<file path="src/rtl/hyperbus_burst_splitter.sv">
// Splits a word-length transfer command into consecutive sub-bursts no longer than the latched max.
// One command at a time: in_ready_o only in IDLE, sub-bursts issued back to back, one bubble per command.
module hyperbus_burst_splitter #(
  parameter int AddrWidth     = 32,
  parameter int LenWidth      = 16,
  parameter int MaxBurstWidth = 16
) (
  input  logic                     clk_i,
  input  logic                     rst_ni,
  input  logic [MaxBurstWidth-1:0] cfg_max_burst_i,
  input  logic                     in_valid_i,
  output logic                     in_ready_o,
  input  logic [AddrWidth-1:0]     in_addr_i,
  input  logic [LenWidth-1:0]      in_len_i,
  input  logic                     in_write_i,
  output logic                     out_valid_o,
  input  logic                     out_ready_i,
  output logic [AddrWidth-1:0]     out_addr_o,
  output logic [LenWidth-1:0]      out_len_o,
  output logic                     out_write_o,
  output logic                     out_first_o,
  output logic                     out_last_o,
  output logic                     busy_o
);

  localparam int RemWidth = LenWidth + 1;
  localparam int CmpWidth = (RemWidth > MaxBurstWidth) ? RemWidth : MaxBurstWidth;

  localparam logic [0:0] IDLE  = 1'b0;
  localparam logic [0:0] SPLIT = 1'b1;

  logic [0:0]               state_q;
  logic [AddrWidth-1:0]     addr_q;
  logic [RemWidth-1:0]      rem_q;
  logic [MaxBurstWidth-1:0] max_q;
  logic                     write_q;
  logic                     first_q;

  logic [CmpWidth-1:0]      rem_ext;
  logic [CmpWidth-1:0]      max_ext;
  logic [RemWidth-1:0]      chunk;
  logic                     last;
  logic                     busy;

  assign rem_ext = CmpWidth'(rem_q);
  assign max_ext = CmpWidth'(max_q);

  // A max larger than any possible remainder never wins the compare, so it acts as unlimited.
  always_comb begin
    chunk = rem_q;
    if (max_q != '0 && rem_ext > max_ext) begin
      chunk = max_ext[RemWidth-1:0];
    end
  end

  assign last = (rem_q == chunk);
  assign busy = (state_q == SPLIT);

  assign in_ready_o  = (state_q == IDLE);
  assign busy_o      = busy;
  assign out_valid_o = busy;
  assign out_addr_o  = busy ? addr_q : '0;
  assign out_len_o   = busy ? LenWidth'(chunk - RemWidth'(1)) : '0;
  assign out_write_o = busy & write_q;
  assign out_first_o = busy & first_q;
  assign out_last_o  = busy & last;

  always_ff @(posedge clk_i or negedge rst_ni) begin
    if (!rst_ni) begin
      state_q <= IDLE;
      addr_q  <= '0;
      rem_q   <= '0;
      max_q   <= '0;
      write_q <= 1'b0;
      first_q <= 1'b0;
    end else begin
      case (state_q)
        IDLE: begin
          if (in_valid_i) begin
            state_q <= SPLIT;
            addr_q  <= in_addr_i & ~AddrWidth'(1);
            rem_q   <= RemWidth'(in_len_i) + RemWidth'(1);
            max_q   <= cfg_max_burst_i;
            write_q <= in_write_i;
            first_q <= 1'b1;
          end
        end
        SPLIT: begin
          if (out_ready_i) begin
            first_q <= 1'b0;
            if (last) begin
              state_q <= IDLE;
            end else begin
              addr_q <= addr_q + AddrWidth'({chunk, 1'b0});
              rem_q  <= rem_q - chunk;
            end
          end
        end
        default: state_q <= IDLE;
      endcase
    end
  end

endmodule

</file>
<file path="config.mk">
export PLATFORM = sky130hd
export DESIGN_NAME = hyperbus_burst_splitter
export DESIGN_NICKNAME = d
export VERILOG_FILES = /design/src/rtl/hyperbus_burst_splitter.sv
export SDC_FILE = /design/constraint.sdc
export NUM_CORES = 1
export LEC_CHECK = 0
export BUFFER_PORTS_ARGS = -buffer_cell sky130_fd_sc_hd__clkbuf_2
export CAP_MARGIN = 20
export CELL_PAD_IN_SITES_DETAIL_PLACEMENT = 0
export CELL_PAD_IN_SITES_GLOBAL_PLACEMENT = 1
export CORE_MARGIN = 1.5
export CORE_UTILIZATION = 45
export CTS_CLUSTER_SIZE = 10
export DETAILED_ROUTE_END_ITERATION = 7
export PLACE_DENSITY = 0.89
export SETUP_SLACK_MARGIN = 0.1
export SLEW_MARGIN = 30
export SYNTH_ARGS = -nofsm -noshare
export SYNTH_HDL_FRONTEND = slang
export SYNTH_SLANG_ARGS = --single-unit
export TNS_END_PERCENT = 100
</file>
<file path="constraint.sdc">
create_clock -name clk_i -period 13.1 [get_ports clk_i]
set_clock_uncertainty 0.05 [all_clocks]
set_input_delay 3.275 -clock clk_i [delete_from_list [all_inputs] [get_ports clk_i]]
set_output_delay 3.275 -clock clk_i [all_outputs]
set_load 0.01 [all_outputs]
</file>
==> summary.md <==
| Metric | Value |
|---|---|
| Vias | 6200 |
| Antenna viol nets, final | 0 |
| Wirelength per Cell | 16.4 microns |
| Drc violations | 0 |
| Clk slew on worst S/H paths | 50 ps |
| Sink Count | 67 |
| Largest net degree at the start of global routing | 88 |
| Syn_nets | 935 |
| Post-Route WL | 18.0 mm |
| Main synth FF type | dfrtp_1 |
| Routability congestion estimate | 0.869 |
| Max_cap viols | 0 |
| Relative slew slack | 41.0% |
| Initial Util | 46.4% |
| Cts repair resizes | 0 |
| Diodes inserted | 0 |
| Endpoints failing setup | 0 |
| Initial antenna violation count | 0 |
| TritonCTS clock tree | yes |
| Async set-or-reset flop fraction in the synthesized netlist | 100% |
| Cell variety after synth | 70 |
| RSZ-0062 raised after global routing | no |
| Yosys top cell area share | 25.9% |
| # nets final | 1038 |
| Worst hold path class | reg2reg |
| Setup tns final | 0 ps |
| Initial DRC Count | 372 |
| Via density | 5.64 |
| Status | finished, final reports clean |
| YS warnings | 0 |
| Crit path arrival time | 5200 ps |
| Max Fclk | 0.117 GHz |
| Critical Path RT | 9770 ps |
| Synth area leaders | dfrtp_1 (26%), ha_1 (10%), a21oi_1 (5.0%) |
| Post-CTS setup repair buffer count | 0 |
| Pre-CTS setup slack | 5020 ps |
| Mean area per synthesized cell | 7.98 sq um |
| Buffers on Ports | 120 |
| Core area | 0.0139 sq mm |
| CTS root buf | clkbuf_16 |
| Top cell type by total area after synthesis | dfrtp_1 |
| Fin crit period | 8530 ps |
| Worst-Margin Slew | 885 ps |
| H-tree depth | 3 |
| Gate Count Post-Synth | 811 |
| IO Pins | 123 |
| DRT Pass-1 Iters | 5 |
| DIE AREA | 0.0151 sq mm |
| CP Class | reg2out |
| Clk_lat worst skew | 350 ps |
| CP Max Fanout | 26 |
| Final instance area | 0.00752 sq mm |
| Post-DP HPWL | 13.5 mm |
| Mapped Area | 0.00647 sq mm |
| Post-synth EDFFs | 0 |
| Overflow after GRT | 0 |
| Max Transition Viols Final | 0 |
| Clock Path Buffers | 2 |
| Num CTS Buffers | 9 |
| Sequential element share of the synthesized area | 25.9% |
| Vias in the first global route | 5603 |
| First-pass GRT wire length | 28.6 mm |
| Std cell rows | 43 |
| Worst setup SP type | register |
| Final period util | 65.1% |
| Final hold violations | 0 |
| Hold buffers post-CTS | 0 |
| Layout cell share with drive strength beyond 1 | 18.9% |
| Area grow syn2layout | 16.3% |
| Die Wd | 123 microns |
| Nature of the critical path endpoint | output port |
| Die H | 123 microns |
| Synth Register Bits | 67 |
| Setup ws final | 4570 ps |
| Post-DP Area | 0.00721 sq mm |
| Total Routing Usage GR | 24.6% |
## per-layer routing
metal | global-route usage (%) | share of wire [%] | vias to the layer above
met5 | 0 | 0 | -
met4 | 5.09 | 0.90 | 0
met3 | 6.09 | 6.2 | 11
met2 | 38.1 | 45 | 166
met1 | 34.7 | 48 | 2877
li1 | - | - | 3146
## worst max-delay path, cell delays in order (launching register included)
cell and delay (ps):
dfrtp_1 460, inv_1 90, ha_1 310, a21oi_1 150, o21ai_0 130, a2111oi_2 830, a211o_1 230, buf_4 320
o21ai_0 320, inv_1 220, ha_1 320, nor4b_1 270, mux2i_1 260, or4_1 560, a21oi_1 190, clkbuf_2 180
## synth_stat cells, types with 8 or more instances
| library cell | instances |
|---|---|
| a211oi_1 | 15 |
| a21o_1 | 12 |
| a21oi_1 | 65 |
| a31oi_1 | 9 |
| and2_1 | 30 |
| and3_1 | 11 |
| clkbuf_1 | 21 |
| dfrtp_1 | 67 |
| ha_1 | 53 |
| inv_1 | 48 |
| mux2_2 | 17 |
| mux2i_1 | 27 |
| nand2_1 | 80 |
| nand3_1 | 21 |
| nand4_1 | 11 |
| nor2_1 | 70 |
| nor3_1 | 24 |
| o21a_1 | 8 |
| o21ai_0 | 57 |
| or3_1 | 9 |
| xnor2_1 | 23 |
| xor2_1 | 14 |
## through the flow
step,instances,utilization (%),hold slack (ps)
floorplan,811,-,388
global placement,1082,51.5,406
detailed placement,1083,51.7,407
CTS,1099,53.9,425
global route,1099,54.0,471
finish,1099,54.0,426
## registers in the layout, summed over array words and instances (netlist names)
signal,cells
addr_q,31
rem_ext,17
max_q,16
busy_o,1
first_q,1
write_q,1
## path summary, 6_finish.rpt
kind	startpoint	end	slack (ps)	cells after the start
worst min register to register	write_q$_DFFE_PN0P_	write_q$_DFFE_PN0P_	430	2
worst max register to register	max_q[2]$_DFFE_PN0P_	addr_q[24]$_DFFE_PN0P_	7240	18
worst min-delay path	write_q$_DFFE_PN0P_	write_q$_DFFE_PN0P_	430	2
max in group asynchronous	rst_ni	busy_o$_DFF_PN0_	9520	2
min in group asynchronous	rst_ni	max_q[3]$_DFFE_PN0P_	3000	2
worst max-delay path	max_q[2]$_DFFE_PN0P_	out_len_o[12]	4570	15
## cells in the final DEF, fill, tap and decap left out, types with 7 or more instances in the layout
master	count
clkbuf_2	119
a31oi_1	9
or3_1	9
o21ai_0	57
mux2_2	17
nor2_1	69
xnor2_1	23
and2_1	30
a21oi_1	65
o22ai_1	7
dfrtp_1	66
a211oi_1	15
nand4_1	11
nand2_1	80
and3_1	11
a21o_1	12
ha_1	53
nand3_1	21
o21a_1	8
nor3_1	24
clkbuf_16	9
nor4_1	7
xor2_1	14
o211ai_1	7
inv_1	47
mux2i_1	27
## logic make-up after synthesis
group | after synthesis | share of synthesized area (%)
flops | 67 | 25.9
mux | 44 | 7.13
compound gates | 229 | 22.8
other cells | 1 | 0.0579
buf+inv | 82 | 5.36
xor+xnor | 37 | 5.01
fa+ha+maj | 55 | 10.9
simple gates | 296 | 22.9
## layout make-up
| cell class | count | area (sq um) |
|---|---|---|
| clock buffers | 13 | 280 |
| clock inverters | 3 | 20.0 |
| fillers | 1365 | 6410 |
| inverters | 48 | 180 |
| multi-input cells | 662 | 4470 |
| flip-flops and latches | 67 | 1680 |
| well taps | 180 | 225 |
| repair buffers | 126 | 669 |
Power is left out: the tool's default activity adds up to more than one toggle a clock period on the data nets, which glitch-free logic cannot reach.
